**src/rtl/dma_arbiter_pkg.sv**
```systemverilog
// dma_arbiter_pkg
//   Shared definitions for the DMA arbitration slice: arbiter FSM state
//   encodings and default sizing for channel count, priority width and the
//   engine completion watchdog.
package dma_arbiter_pkg;

   localparam int DMA_NUM_CH         = 4;
   localparam int DMA_PRIO_W         = 2;
   localparam int DMA_TIMEOUT_CYCLES = 65535;

   typedef enum logic [2:0] {
      ARB_IDLE    = 3'd0,
      ARB_GRANT   = 3'd1,
      ARB_START   = 3'd2,
      ARB_WAIT    = 3'd3,
      ARB_RELEASE = 3'd4
   } arb_state_e;

endpackage : dma_arbiter_pkg

```
**src/rtl/dma_rr_prio_select.sv**
```systemverilog
// dma_rr_prio_select
//   Combinational winner picker: highest priority among the requesters wins.
//   Ties are broken round-robin, scanning circularly from last_grant+1.
// Ports:
//   request    in   NUM_CH         request vector
//   prio       in   NUM_CH*PRIO_W  packed priorities, channel i at [i*PRIO_W +: PRIO_W]
//   last_grant in   SEL_W          index granted most recently
//   valid      out  1              at least one request present
//   win_idx    out  SEL_W          winning channel index (0 when !valid)
module dma_rr_prio_select #(
   parameter  int NUM_CH = 4,
   parameter  int PRIO_W = 2,
   localparam int SEL_W  = $clog2(NUM_CH)
) (
   input  logic [NUM_CH-1:0]        request,
   input  logic [NUM_CH*PRIO_W-1:0] prio,
   input  logic [SEL_W-1:0]         last_grant,
   output logic                     valid,
   output logic [SEL_W-1:0]         win_idx
);

   logic [PRIO_W-1:0] prio_a [NUM_CH];

   for (genvar g = 0; g < NUM_CH; g++) begin : g_unpack
      assign prio_a[g] = prio[g*PRIO_W +: PRIO_W];
   end

   always_comb begin
      logic [PRIO_W-1:0] maxp;
      logic [SEL_W-1:0]  idx;
      logic              found;
      // NOTE: every variable gets a value before any branch reads or skips
      // it; a path that leaves one unassigned would infer a latch.
      maxp    = '0;
      idx     = '0;
      found   = 1'b0;
      win_idx = '0;
      valid   = |request;

      for (int i = 0; i < NUM_CH; i++) begin
         if (request[i] && (prio_a[i] > maxp)) maxp = prio_a[i];
      end

      // k runs 1..NUM_CH so last_grant itself is considered last.
      for (int k = 1; k <= NUM_CH; k++) begin
         idx = SEL_W'((int'(last_grant) + k) % NUM_CH);
         if (!found && request[idx] && (prio_a[idx] == maxp)) begin
            found   = 1'b1;
            win_idx = idx;
         end
      end
   end

endmodule : dma_rr_prio_select

```
**src/rtl/dma_arbiter.sv**
```systemverilog
// dma_arbiter
//   Arbitrates the single shared DMA engine among NUM_CH channel controllers.
//   Picks a winner in IDLE, pulses its grant, starts the engine, waits for
//   done/error (or the watchdog), then reports completion to the winner.
// Ports:
//   clk, rst      clock, synchronous active-high reset
//   ch_request    in   per-channel request level
//   ch_priority   in   packed per-channel priorities (larger is higher)
//   ch_grant      out  one-hot grant pulse
//   ch_done       out  one-cycle completion pulse to the granted channel
//   ch_error      out  error to the granted channel, held two cycles
//   engine_sel    out  granted channel index for the engine parameter mux
//   engine_start  out  engine start pulse
//   engine_abort  out  watchdog abort pulse
//   engine_done   in   engine completion pulse
//   engine_error  in   engine error pulse
//   arb_busy      out  high whenever the FSM is outside IDLE
module dma_arbiter
   import dma_arbiter_pkg::*;
#(
   parameter  int NUM_CH         = DMA_NUM_CH,
   parameter  int PRIO_W         = DMA_PRIO_W,
   parameter  int TIMEOUT_CYCLES = DMA_TIMEOUT_CYCLES,
   localparam int SEL_W          = $clog2(NUM_CH)
) (
   input  logic                     clk,
   input  logic                     rst,
   input  logic [NUM_CH-1:0]        ch_request,
   input  logic [NUM_CH*PRIO_W-1:0] ch_priority,
   output logic [NUM_CH-1:0]        ch_grant,
   output logic [NUM_CH-1:0]        ch_done,
   output logic [NUM_CH-1:0]        ch_error,
   output logic [SEL_W-1:0]         engine_sel,
   output logic                     engine_start,
   output logic                     engine_abort,
   input  logic                     engine_done,
   input  logic                     engine_error,
   output logic                     arb_busy
);

   localparam int               WD_W    = (TIMEOUT_CYCLES < 2) ? 1 : $clog2(TIMEOUT_CYCLES);
   localparam logic [WD_W-1:0]  WD_LAST = WD_W'(TIMEOUT_CYCLES - 1);

   arb_state_e        state_q;
   logic [SEL_W-1:0]  win_idx_q;
   logic [SEL_W-1:0]  last_grant_q;
   logic [WD_W-1:0]   wd_q;
   logic [WD_W-1:0]   wd_d;
   logic              wd_fire;
   logic [NUM_CH-1:0] ch_grant_q;
   logic [NUM_CH-1:0] ch_done_q;
   logic [NUM_CH-1:0] ch_error_q;
   logic [SEL_W-1:0]  engine_sel_q;
   logic              engine_start_q;
   logic              engine_abort_q;
   logic              arb_busy_q;
   logic              sel_valid;
   logic [SEL_W-1:0]  sel_idx;
   logic [NUM_CH-1:0] win_onehot;

   dma_rr_prio_select #(
      .NUM_CH (NUM_CH),
      .PRIO_W (PRIO_W)
   ) u_select (
      .request    (ch_request),
      .prio       (ch_priority),
      .last_grant (last_grant_q),
      .valid      (sel_valid),
      .win_idx    (sel_idx)
   );

   assign win_onehot = NUM_CH'(1) << win_idx_q;

   // The watchdog compares the value it is about to hold, so the abort lands
   // TIMEOUT_CYCLES cycles after the start pulse, counting START itself.
   assign wd_d    = wd_q + 1'b1;
   assign wd_fire = (TIMEOUT_CYCLES != 0) && ((TIMEOUT_CYCLES == 1) || (wd_d == WD_LAST));

   always_ff @(posedge clk) begin
      if (rst) begin
         state_q        <= ARB_IDLE;
         win_idx_q      <= '0;
         last_grant_q   <= SEL_W'(NUM_CH - 1);
         wd_q           <= '0;
         ch_grant_q     <= '0;
         ch_done_q      <= '0;
         ch_error_q     <= '0;
         engine_sel_q   <= '0;
         engine_start_q <= 1'b0;
         engine_abort_q <= 1'b0;
         arb_busy_q     <= 1'b0;
      end else begin
         // NOTE: non-blocking assignments throughout; these pulse defaults
         // are overridden later in the same block by the state that fires them.
         ch_grant_q     <= '0;
         ch_done_q      <= '0;
         engine_start_q <= 1'b0;
         engine_abort_q <= 1'b0;

         case (state_q)
            ARB_IDLE: begin
               // An error from RELEASE stays visible for this one extra cycle.
               ch_error_q <= '0;
               if (sel_valid) begin
                  win_idx_q    <= sel_idx;
                  ch_grant_q   <= NUM_CH'(1) << sel_idx;
                  engine_sel_q <= sel_idx;
                  arb_busy_q   <= 1'b1;
                  state_q      <= ARB_GRANT;
               end
            end
            ARB_GRANT: begin
               engine_start_q <= 1'b1;
               state_q        <= ARB_START;
            end
            ARB_START: begin
               wd_q    <= '0;
               state_q <= ARB_WAIT;
            end
            ARB_WAIT: begin
               wd_q <= wd_d;
               if (engine_done || engine_error) begin
                  ch_done_q <= win_onehot;
                  if (engine_error) ch_error_q <= win_onehot;
                  state_q <= ARB_RELEASE;
               end else if (wd_fire) begin
                  ch_done_q      <= win_onehot;
                  ch_error_q     <= win_onehot;
                  engine_abort_q <= 1'b1;
                  state_q        <= ARB_RELEASE;
               end
            end
            ARB_RELEASE: begin
               last_grant_q <= win_idx_q;
               arb_busy_q   <= 1'b0;
               state_q      <= ARB_IDLE;
            end
            default: begin
               arb_busy_q <= 1'b0;
               state_q    <= ARB_IDLE;
            end
         endcase
      end
   end

   assign ch_grant     = ch_grant_q;
   assign ch_done      = ch_done_q;
   assign ch_error     = ch_error_q;
   assign engine_sel   = engine_sel_q;
   assign engine_start = engine_start_q;
   assign engine_abort = engine_abort_q;
   assign arb_busy     = arb_busy_q;

endmodule : dma_arbiter
```
**config.mk**
```make
export PLATFORM = sky130hd
export DESIGN_NAME = dma_arbiter
export DESIGN_NICKNAME = d
export VERILOG_FILES = /design/src/rtl/dma_arbiter_pkg.sv /design/src/rtl/dma_rr_prio_select.sv /design/src/rtl/dma_arbiter.sv
export SDC_FILE = /design/constraint.sdc
export NUM_CORES = 1
export LEC_CHECK = 0
export BUFFER_PORTS_ARGS = -buffer_cell sky130_fd_sc_hd__buf_2
export CORE_ASPECT_RATIO = 0.9
export CORE_UTILIZATION = 50
export DETAILED_ROUTE_END_ITERATION = 8
export HOLD_SLACK_MARGIN = 0.03
export PLACE_DENSITY_LB_ADDON = 0.15
export SLEW_MARGIN = 20
export SYNTH_ARGS = -nofsm -noshare
export SYNTH_HDL_FRONTEND = slang
export SYNTH_SLANG_ARGS = --single-unit
```
**constraint.sdc**
```tcl
create_clock -name clk -period 4.1 [get_ports clk]
set_clock_uncertainty 0.05 [all_clocks]
set_input_delay 0 -clock clk [delete_from_list [all_inputs] [get_ports clk]]
set_output_delay 0 -clock clk [all_outputs]
set_load 0.005 [all_outputs]
```
==> impl_metrics.yaml, run 1 <==
status:
  outcome: "finished, final reports clean"
logic_synthesis:
  synth_flop_cell: "dfxtp_1"
  synth_nets: 357
  avgSynthCellArea_um2: 7.97
  ys_top_cells_by_area: "dfxtp_1 29%, nand2_1 5.2%, nor2_1 5.2%, ha_1 3.8%, o21ai_0 3.8%"
  synth.distinct_cells: 68
  syn_area_um2: 2650
  synth-seq-area-share: 0.287
  synth-seq-cells: 38
  synth_edf_count: 0
  ys.warnings.count: 0
  ys_async_sr_fraction: 0
  yosysTopAreaCellShare: 0.287
  synth.largest_area_cell: "dfxtp_1"
  netlist_instances: 333
routing:
  first_pass_iters: 4
  route.detailed.drc: 0
  detail_route.wl_per_cell_um: 14.4
  routed_wl_um: 6440
  drt_iter0_drc: 183
  via_count: 2595
  ant_nets: 0
  via_per_inst: 5.78
die:
  dieArea_um2: 5600
  initial_core_util: 0.532
  ios: 33
  die_w_um: 78.8
  die_y_um: 71.1
  rows: 24
  core-area_um2: 4980
power:
  seq_power_share: 0.379
  p_clk_frac: 0.304
  ir_drop_uv: 233
  report.power.total_mw: 1.06
  power_frac_comb: 0.317
  cell_internal_pwr_mw: 0.723
  powerDensity_nw_per_um2: 330
  p_leak_nw: 1.35
  switching_share: 0.318
  p_sw_mw: 0.337
timing:
  relSlewSlack: 0.613
  hold_violations: 0
  drv_slew: 0
  period_share: 0.941
  rsz0062_at_grt: "false"
  min_period_ns: 3.86
  setup_tns_ns: 0
  max_freq_ghz: 0.259
  setup_viol: 0
  worst_pin_slew_ns: 0.579
setup_path:
  crit_path_start: "ch_request[0]"
  crit_required_ns: 4.28
  setup.worst_path.start_class: "input pin"
  r2r_slack_ns: 1.19
  crit_path_end_kind: "register"
  critPathKind: "input pin to register"
  r2r_cells: 10
  path_max_fanout: 5
  rr_startpoint: "last_grant_q[0]$_SDFFE_PP1N_"
  critPathCapture: "ch_grant[0]$_SDFF_PP0_"
  arrival_ns: 4.04
  r2r-end: "ch_grant[0]$_SDFF_PP0_"
grt:
  grt_pass1_wl_um: 11300
  grt_pass1_vias: 2404
  antenna_found_initial: 0
  grt_overflow: 0
  grt_start_max_net_pins: 27
  grt_usage: 0.250
cells_and_area:
  diodes: 0
  drive_gt1_frac: 0.253
  final_util: 0.645
  nNetsFinal: 407
  final_common_cell: "dfxtp_1"
  finalNonFillerCells: 449
  mostFrequentLayoutCells: "38 x dfxtp_1, 36 x nor2_1, 35 x nand2_1"
  area.growth.synth_to_final_pct: 21.3
  final_area_um2: 3220
clocking:
  htreeDepth: 2
  clock_latency_ns: 0.29
  cts_root_buf: "clkbuf_8"
  cts_inserted_buffers: 5
  cts_buffer_depth: 2
  cts.sinks: 38
  clkTransAtPathRegs_ns: 0.08
  cts_tree: "done"
min_path:
  hp-class: "input pin to register"
placement:
  dp_cells: 435
  dpl_cell_area_um2: 2990
  hpwl_um: 4710
  numPortBuffers: 32
  gp_congestion: 0.907
job:
  maxCapViolCount: 0
## synthesized netlist by cell type, types with 5 or more instances
master    number
dfxtp_1       38
nand2_1       37
nor2_1        37
o21ai_0       20
a21oi_1       18
nor3_1        18
inv_1         15
clkbuf_1       9
ha_1           8
and3_1         7
mux2i_1        7
nand3_1        7
or3_1          6
nand4_1        5
nor2b_1        5
nor4_1         5
## critical path, cell delays in order
cell	delay, ns
buf_2	0.12
nand2_2	0.08
ha_4	0.22
nor2b_4	0.13
o211a_1	0.23
o21a_1	0.19
ha_1	0.28
nor2b_4	0.14
o211ai_4	0.23
o211ai_2	0.13
o21ai_0	0.09
ha_1	0.27
nor2b_4	0.15
o211ai_4	0.21
or3_1	0.14
o311ai_0	0.12
a2111o_1	0.40
or3_1	0.38
o221ai_2	0.08
o221a_4	0.25
and4b_1	0.19
## power by group through the flow
stage | registers [mW] | logic [mW] | clock network (mW)
finish | 0.402 | 0.336 | 0.323
global route | 0.404 | 0.369 | 0.343
CTS | 0.402 | 0.304 | 0.325
detailed placement | 0.410 | 0.302 | 0
global placement | 0.410 | 0.297 | 0
floorplan | 0.403 | 0.213 | 0
## registers in the layout, indices dropped and copies added, names as in the netlist
signal	count
engine_start	1
ch_grant	4
engine_sel	2
ch_done	4
state_q	3
wd_q	16
arb_busy	1
last_grant_q	2
ch_error	4
engine_abort	1
## worst min-delay path by stage
stage,slack (ns),cells after the start,to,from
floorplan,0.16,2,engine_abort$_SDFF_PP0_,engine_done
global placement,0.29,3,engine_abort$_SDFF_PP0_,engine_error
detailed placement,0.29,3,engine_abort$_SDFF_PP0_,engine_error
CTS,0.06,4,state_q[1]$_SDFFE_PP0P_,engine_done
global route,0.09,4,state_q[1]$_SDFFE_PP0P_,engine_done
finish,0.06,4,state_q[1]$_SDFFE_PP0P_,engine_done
## metrics by stage
stage / hold slack, ns / setup WS [ns]
after floorplan: 0.163 / 0.0131
after global placement: 0.287 / -0.0600
after global routing: 0.0941 / 0.00773
final: 0.0571 / 0.243
after CTS: 0.0581 / 0.131
after detailed placement: 0.288 / -0.154
## layer usage
metal | GRT usage | vias up | part of all wire
met2 | 0.365 | 73 | 0.42
met4 | 0.0309 | 0 | 0
met3 | 0.0452 | 0 | 0.058
li1 | - | 1325 | -
met5 | 0 | - | 0
met1 | 0.388 | 1197 | 0.52
## cells by family after synthesis
family | after synthesis | share of synthesized area
xor+xnor | 8 | 0.0264
flops | 38 | 0.287
mux | 13 | 0.0717
fa+ha+maj | 8 | 0.0377
buf+inv | 30 | 0.0457
compound gates | 83 | 0.232
simple gates | 153 | 0.300
## area by class of cell
class                   instances  area [um2]
well taps                      65        81.3
flip-flops and latches         38         761
clock inverters                 3        45.0
repair buffers                 58         360
multi-input cells             265        1840
fillers                       439        1770
clock buffers                   5        68.8
inverters                      15        56.3
## what timing repair did
item                                    in CTS  in global routing
hold buffers                                 2                  0
buffers inserted                             0                  4
endpoints found under the setup margin       0                  6
endpoints found under the hold margin        1                  0
resized for setup                            0                 11
No activity file was read; power rests on OpenSTA's default activity.
==> run 2, diff against run 1 <==
Settings changed: CORE_ASPECT_RATIO 0.9 to not set.
==> run 2 against run 1 <==
Effect of this change: combinational power fell by 4%; via count fell by 0.58%; clock power shrank 18%; utilization fell by 3.1 points; critical path depth is 1 higher; non-clock buffer count decreased by 4; setup slack got worse by 0.081 ns; sequential power about the same; first-iteration DRC count down 21%; count of clock-buffer cells in the layout increased by 2; maximum frequency fell by 2.1%.
==> impl_metrics.yaml, run 2 (synthesis results as in run 1) <==
die:
  die_w_um: 74.8
  die_y_um: 74.8
  core-area_um2: 5110
  rows: 26
  ios: 33
  initial_core_util: 0.519
  dieArea_um2: 5600
routing:
  first_pass_iters: 5
  via_count: 2580
  routed_wl_um: 6560
  ant_nets: 0
  route.detailed.drc: 0
  detail_route.wl_per_cell_um: 14.6
  drt_iter0_drc: 145
  via_per_inst: 5.73
timing:
  period_share: 0.960
  setup_viol: 0
  relSlewSlack: 0.567
  max_freq_ghz: 0.254
  min_period_ns: 3.94
  fin_ws_ns: 0.162
  worst_pin_slew_ns: 0.648
  hold_violations: 0
  drv_slew: 0
cells_and_area:
  final_common_cell: "dfxtp_1"
  multi_input_area_um2: 1810
  area.growth.synth_to_final_pct: 18.3
  largest_reg_flops: 16
  n_fill_cell: 487
  final_area_um2: 3140
  nNetsFinal: 403
  largest-register: "wd_q"
  final_util: 0.614
  drive_gt1_frac: 0.234
  mostFrequentLayoutCells: "38 x dfxtp_1, 37 x nand2_1, 36 x nor2_1"
  seq_area_um2: 761
  diodes: 0
grt:
  grt_pass1_vias: 2406
  grt_overflow: 0
  grt_pass1_wl_um: 10900
  antenna_found_initial: 0
  grt_start_max_net_pins: 27
  grt_usage: 0.252
job:
  maxCapViolCount: 0
clocking:
  cts_inserted_buffers: 5
  cts_root_buf: "clkbuf_8"
  htreeDepth: 2
  clock_latency_ns: 0.29
  cts_buffer_depth: 2
  cts.sinks: 38
  cts_tree: "done"
  clkTransAtPathRegs_ns: 0.07
placement:
  gp_congestion: 0.930
  numPortBuffers: 32
  hpwl_um: 4820
  pre_cts_ws_ns: -0.147
  dpl_cell_area_um2: 2990
setup_path:
  critical_path.top_delay_family: "compound AO/OA/AOI/OAI gates"
  path_max_fanout: 5
  crit_required_ns: 4.23
  crit_path_start: "ch_request[0]"
  cp_common_cell: "ha_1"
  worstPathCellList: "buf_2 -> nand2_1 -> ha_1 -> nor2b_4 -> o211a_1 -> o21a_1 -> ha_1 -> nor2b_4 -> o211ai_4 -> o211a_4 -> nor2_1 -> ha_1 -> nand2_1 -> o211ai_2 -> o21a_1 -> a22o_1 -> xnor2_2 -> o21ai_1 -> and3_1 -> nor3_2 -> buf_4 -> nor3b_2"
  cp_slowest_cell: "xnor2_2"
  setup.worst_path.start_class: "input pin"
  crit_buf_inv: 2
  critPathKind: "input pin to register"
  arrival_ns: 4.07
  rr_startpoint: "last_grant_q[0]$_SDFFE_PP1N_"
  crit_path_end_kind: "register"
  critPathMaxStageDelay_ns: 0.31
power:
  p_leak_nw: 1.33
  powerDensity_nw_per_um2: 315
  ir_drop_uv: 227
status:
  outcome: "finished, final reports clean"
min_path:
  hp-class: "input pin to register"
  min_from: "engine_done"
==> run 2: worst min-delay path: cells and delay by family <==
kind / cells / cell delay [ns]
buf+inv: 1 / 0.10
simple gates: 3 / 0.24
==> run 2: per-layer routing <==
metal / up-vias / track usage / part of all wire
met3: 2 / 0.0428 / 0.034
met5: - / 0 / 0
met2: 46 / 0.451 / 0.50
met4: 0 / 0.0587 / 0.0034
met1: 1218 / 0.315 / 0.46
li1: 1314 / - / -
==> run 2: path summary, 6_finish.rpt <==
kind                                                  to  slack [ns]  cells past startpoint
worst min register to register  ch_error[3]$_SDFFE_PP0P_        0.41                      1
worst max-delay path              ch_grant[1]$_SDFF_PP0_        0.16                     22
worst min-delay path             state_q[1]$_SDFFE_PP0P_        0.03                      4
worst max register to register    ch_grant[1]$_SDFF_PP0_        1.19                      9
==> run 2: final cells by class <==
class                      instances  area share
sequential                        38       0.243
tap                               70      0.0279
multi-input combinational        265       0.577
clock buffer                       7      0.0275
timing repair buffer              54       0.105
inverter                          15      0.0179
clock inverter                     1     0.00160
==> run 2: metrics by stage <==
| step | setup TNS, ns | cells | hold slack (ns) | power (mW) |
|---|---|---|---|---|
| after floorplan | 0 | 333 | 0.163 | 0.616 |
| after global routing | -0.221 | 450 | 0.0451 | 1.05 |
| after CTS | 0 | 449 | 0.0367 | 0.975 |
| after global placement | -0.0978 | 439 | 0.289 | 0.704 |
| after detailed placement | -0.689 | 439 | 0.295 | 0.709 |
| final | 0 | 450 | 0.0323 | 0.989 |
==> run 2: timing repair <==
item	CTS	global route
endpoints found under the setup margin	0	6
hold buffers	2	0
resized for setup	0	6
setup buffers	0	1
endpoints found under the hold margin	2	0
==> run 2: report_power, final <==
| group | internal, mW | switching, mW |
|---|---|---|
| Sequential | 0.383 | 0.0186 |
| Combinational | 0.148 | 0.173 |
| Clock | 0.136 | 0.131 |
